**config.mk**
```make
export PLATFORM = sky130hd
export DESIGN_NAME = fp32_to_int32_pipelined
export DESIGN_NICKNAME = d
export VERILOG_FILES = /design/src/rtl/fp32_to_int32_pipelined.sv
export SDC_FILE = /design/constraint.sdc
export NUM_CORES = 1
export LEC_CHECK = 0
export ABC_AREA = 1
export CORE_ASPECT_RATIO = 1.4
export CORE_MARGIN = 5
export CORE_UTILIZATION = 63
export CTS_CLUSTER_SIZE = 10
export DETAILED_ROUTE_END_ITERATION = 16
export PLACE_DENSITY_LB_ADDON = 0.2
export SYNTH_ARGS = -nofsm -noshare
export SYNTH_HDL_FRONTEND = slang
export SYNTH_SLANG_ARGS = --single-unit
```
**constraint.sdc**
```tcl
create_clock -name clk -period 8.9 [get_ports clk]
set_input_delay 0.89 -clock clk [delete_from_list [all_inputs] [get_ports clk]]
set_output_delay 0.89 -clock clk [all_outputs]
set_load 0.03 [all_outputs]
```
**src/rtl/fp32_to_int32_pipelined.sv**
```systemverilog
// Pipelined FP32 -> int32 converter: truncates toward zero and saturates on overflow.
// One operand per cycle, four register ranks give a fixed latency of three cycles after the sampling edge.
module fp32_to_int32_pipelined #(
    parameter bit SATURATE = 1'b1
) (
    input  logic        clk,
    input  logic        reset,
    input  logic        in_valid,
    input  logic [31:0] in_data,
    output logic        out_valid,
    output logic [31:0] out_data,
    output logic        out_overflow
);

    typedef enum logic [1:0] {
        CLS_NORM   = 2'd0,
        CLS_ZERO   = 2'd1,
        CLS_MINNEG = 2'd2,
        CLS_OVF    = 2'd3
    } cls_t;

    logic        s1_valid;
    logic [31:0] s1_data;

    logic        s2_valid;
    logic        s2_sign;
    logic [31:0] s2_mag;
    cls_t        s2_cls;

    logic        s3_valid;
    logic [31:0] s3_data;
    logic        s3_ovf;

    logic [7:0]  c_exp;
    logic [22:0] c_frac;
    logic [31:0] c_full;
    logic        c_sign;
    logic [31:0] c_mag;
    cls_t        c_cls;

    assign c_exp  = s1_data[30:23];
    assign c_frac = s1_data[22:0];
    assign c_full = {8'd0, 1'b1, c_frac};

    // Classify the operand and align the hidden-bit mantissa to an integer magnitude.
    always_comb begin
        c_sign = s1_data[31];
        c_mag  = 32'd0;
        c_cls  = CLS_NORM;
        if (c_exp == 8'd0) begin
            c_cls = CLS_ZERO;
        end else if (c_exp == 8'd255) begin
            c_cls = CLS_OVF;
            if (c_frac != 23'd0) begin
                c_sign = 1'b0;
            end
        end else if (c_exp < 8'd127) begin
            c_cls = CLS_ZERO;
        end else if (c_exp <= 8'd157) begin
            if (c_exp >= 8'd150) begin
                c_mag = c_full << (c_exp - 8'd150);
            end else begin
                c_mag = c_full >> (8'd150 - c_exp);
            end
        end else if (c_exp == 8'd158 && s1_data[31] && c_frac == 23'd0) begin
            c_cls = CLS_MINNEG;
        end else begin
            c_cls = CLS_OVF;
        end
    end

    logic [31:0] r_data;
    logic        r_ovf;

    // Apply the sign, or pick the saturation value for unrepresentable operands.
    always_comb begin
        r_data = 32'd0;
        r_ovf  = 1'b0;
        case (s2_cls)
            CLS_NORM:   r_data = s2_sign ? (~s2_mag + 32'd1) : s2_mag;
            CLS_ZERO:   r_data = 32'd0;
            CLS_MINNEG: r_data = 32'h8000_0000;
            CLS_OVF: begin
                r_ovf  = 1'b1;
                r_data = (SATURATE && !s2_sign) ? 32'h7FFF_FFFF : 32'h8000_0000;
            end
            default:    r_data = 32'd0;
        endcase
    end

    always_ff @(posedge clk or posedge reset) begin
        if (reset) begin
            s1_valid     <= 1'b0;
            s1_data      <= 32'd0;
            s2_valid     <= 1'b0;
            s2_sign      <= 1'b0;
            s2_mag       <= 32'd0;
            s2_cls       <= CLS_ZERO;
            s3_valid     <= 1'b0;
            s3_data      <= 32'd0;
            s3_ovf       <= 1'b0;
            out_valid    <= 1'b0;
            out_data     <= 32'd0;
            out_overflow <= 1'b0;
        end else begin
            s1_valid     <= in_valid;
            s1_data      <= in_data;
            s2_valid     <= s1_valid;
            s2_sign      <= c_sign;
            s2_mag       <= c_mag;
            s2_cls       <= c_cls;
            s3_valid     <= s2_valid;
            s3_data      <= r_data;
            s3_ovf       <= r_ovf;
            out_valid    <= s3_valid;
            out_data     <= s3_data;
            out_overflow <= s3_ovf;
        end
    end

endmodule

```
==> flow_metrics.tcl <==
set metrics [dict create \
    post_cts_resized 0 \
    setup_tns_ns 0 \
    clkLatencyLatePin_ns 0.43 \
    drc 0 \
    ant_nets 0 \
    cts_sinks 137 \
    cts_tree "done" \
    tightest_slew_ns 1.04 \
    worstPathArrival_ns 4.52 \
    vdd_drop_max_mv 0.134 \
    syn_avg_cell_area_sq_um 7.37 \
    status "completed" \
    synth_warnings 0 \
    cts.path.max_buffers 2 \
    rsz0062_at_grt "false" \
    htreeDepth 4 \
    cts_buffers 17 \
    io_pins 69 \
    grt_pass1_wl_mm 38.3 \
    finalMaxSlewViolations 0 \
    ys_types 46 \
    clk_pin_slew_ns 0.06 \
    routed_wl_mm 24.0 \
    worstPathMaxFanout 31 \
    ys_async_sr_fraction_pct 100 \
    syn_inst 1096 \
    track_usage_pct 33.0 \
    avgViaCountPerCell 6.15 \
    cap_violations 0 \
    grt_pass1_vias 7383 \
    clockRootBuffer "clkbuf_16" \
    vias 7966 \
    drtIter0Drc 885 \
    syn-cell-area_sq_um 8080 \
    hpwl_mm 17.0 \
    grt_overflow 0 \
    fin_crit_ns 4.17 \
    setup_viol 0 \
    io_buffers 68 \
    finish.utilization_pct 73.2 \
    synth-edff-count 0 \
    p_leak_nw 4.50 \
    cellPowerDensity_nw_per_um2 197 \
    synth-seq-cells 137 \
    clock_skew_ns 0.0120 \
    yosys_most_used_dff "dfrtp_1" \
    wl_per_cell_um 18.6 \
    design.die.area_sq_um 15200 \
    die_width_um 106 \
    finalCritPeriodShare_pct 46.9 \
    end_kind "flop" \
    critPathRequiredTime_ns 9.25 \
    initial_core_util_pct 63.7 \
    rows 49 \
    cts.hold.buffers_added 0 \
    areaGrowthSynthToFinish_pct 14.9 \
    ys_seq_area_share_pct 42.4 \
    drtPass1Iterations 8 \
    fmax_ghz 0.240 \
    start_kind "flop" \
    antenna_cells 0 \
    nets 1174 \
    drive_above_1_share_pct 7.53 \
    path_class "flop to flop" \
    chipHeight_um 144 \
    synth_nets 1139 \
    finalWeightedCongestion 1.14 \
    cts_setup_buffers 0 \
    hp-class "flop to flop" \
    hold_viol 0 \
    max_slew_margin_pct 30.4 \
    grt_max_degree 77 \
    antenna_found_initial 0 \
    core_area_sq_um 12700 \
]
-- registers in the layout (all words and copies together) (netlist names) --
signal	flops
out_data	32
s1_data	32
s2_mag	32
s3_data	32
s2_cls	2
out_overflow	1
out_valid	1
s1_valid	1
s2_sign	1
s2_valid	1
s3_ovf	1
s3_valid	1
-- power by group --
group | leakage (nW) | internal [mW] | switching (mW)
combinational | 2.47 | 0.136 | 0.304
sequential | 1.76 | 0.670 | 0.0282
clock | 0.271 | 0.416 | 0.274
-- Yosys cell counts, types with 2 or more instances --
cell type | n | area [sq um]
nand2_1 | 246 | 923
nand3_1 | 224 | 1120
dfrtp_1 | 136 | 3400
inv_1 | 84 | 315
o21ai_0 | 81 | 405
nor2_1 | 64 | 240
a21oi_1 | 46 | 230
nand4_1 | 28 | 175
clkbuf_1 | 23 | 86.3
buf_2 | 18 | 90.1
nor3_1 | 15 | 75.1
o21ai_1 | 11 | 55.1
inv_2 | 10 | 37.5
a21boi_1 | 8 | 60.1
buf_1 | 8 | 30.0
ha_1 | 8 | 100
nand3_2 | 8 | 80.1
nor2_2 | 6 | 37.5
nor4_1 | 6 | 37.5
buf_4 | 5 | 37.5
buf_6 | 5 | 56.3
nand2_2 | 5 | 31.3
nand2_4 | 5 | 56.3
o211ai_1 | 5 | 37.5
o31ai_1 | 5 | 37.5
xor2_1 | 5 | 43.8
a31oi_1 | 3 | 18.8
clkinv_1 | 3 | 11.3
o21a_1 | 3 | 22.5
and2_1 | 2 | 12.5
nor2_4 | 2 | 22.5
nor3_2 | 2 | 20.0
o21ai_2 | 2 | 17.5
xor2_2 | 2 | 32.5
-- per-layer routing --
metal	vias up	part of all wire [%]	track usage (%)
met4	0	8.3	22.6
met3	123	7.7	5.98
li1	3750	-	-
met5	-	0	0
met1	3623	35	37.9
met2	470	49	56.3
-- cell usage in the layout, fill, tap and decap left out, drive strengths merged --
master           n
a21boi           8
a21oi           46
a22oi            1
a31o             1
a31oi            4
and2             3
and3             1
buf              7
bufinv           2
clkbuf          19
clkdlybuf4s50   68
clkinv           7
clkinvlp         3
dfrtp          136
dfstp            1
ha               8
inv             98
nand2          256
nand3          232
nand3b           1
nand4           28
nor2            72
nor3            18
nor4             6
o211ai           5
o21a             3
o21ai           94
o21bai           1
o31ai            5
or2              1
xor2             7
-- path summary, 6_finish.rpt --
check	startpoint	endpoint	slack [ns]	cells after the start
min in group asynchronous	reset	s2_mag[26]$_DFF_PP0_	0.95	2
max in group asynchronous	reset	s3_data[2]$_DFF_PP0_	6.79	3
setup / recovery	s1_data[24]$_DFF_PP0_	s2_mag[5]$_DFF_PP0_	4.73	9
hold reg to reg	s3_data[15]$_DFF_PP0_	out_data[15]$_DFF_PP0_	0.35	0
setup reg to reg	s1_data[24]$_DFF_PP0_	s2_mag[5]$_DFF_PP0_	4.73	9
hold / removal	s3_data[15]$_DFF_PP0_	out_data[15]$_DFF_PP0_	0.35	0
-- critical path, cell delays in order (launching register included) --
cell and delay [ns]:
dfrtp_1 1.03, inv_2 0.49, ha_1 0.75, inv_1 0.64, nand2_1 0.11, nand2_1 0.14
nand3_1 0.12, o21ai_0 0.51, inv_1 0.10, a21boi_1 0.16
-- metrics by stage --
stage	total power, mW	std cells	instance area [sq um]	hold slack [ns]	setup slack [ns]
finish	1.83	1295	9290	0.346	4.73
global route	1.91	1295	9290	0.350	4.33
CTS	1.82	1295	9290	0.345	4.96
detailed placement	1.13	1265	8720	0.335	5.00
global placement	1.12	1265	8720	0.332	5.07
floorplan	1.00	1096	8080	0.331	4.34
-- cell families (layout without fill, tap and decap cells) --
group,count (synthesis),count (layout),share of synthesized area (%)
AO/OA/AOI/OAI,168,168,11.4
XOR/XNOR,7,7,0.944
adder cells (fa/ha/maj),8,8,1.24
buffers and inverters,158,204,8.41
flip-flops,137,137,42.4
AND/OR/NAND/NOR,618,618,35.6
-- area by class of cell --
cell class | instances | area, sq um
Clock buffer | 19 | 443
Clock inverter | 11 | 124
Fill cell | 993 | 3410
Inverter | 99 | 384
Multi-Input combinational cell | 801 | 3980
Sequential cell | 137 | 3430
Tap cell | 153 | 191
Timing Repair Buffer | 75 | 733
(Power assumes the default switching activity.)
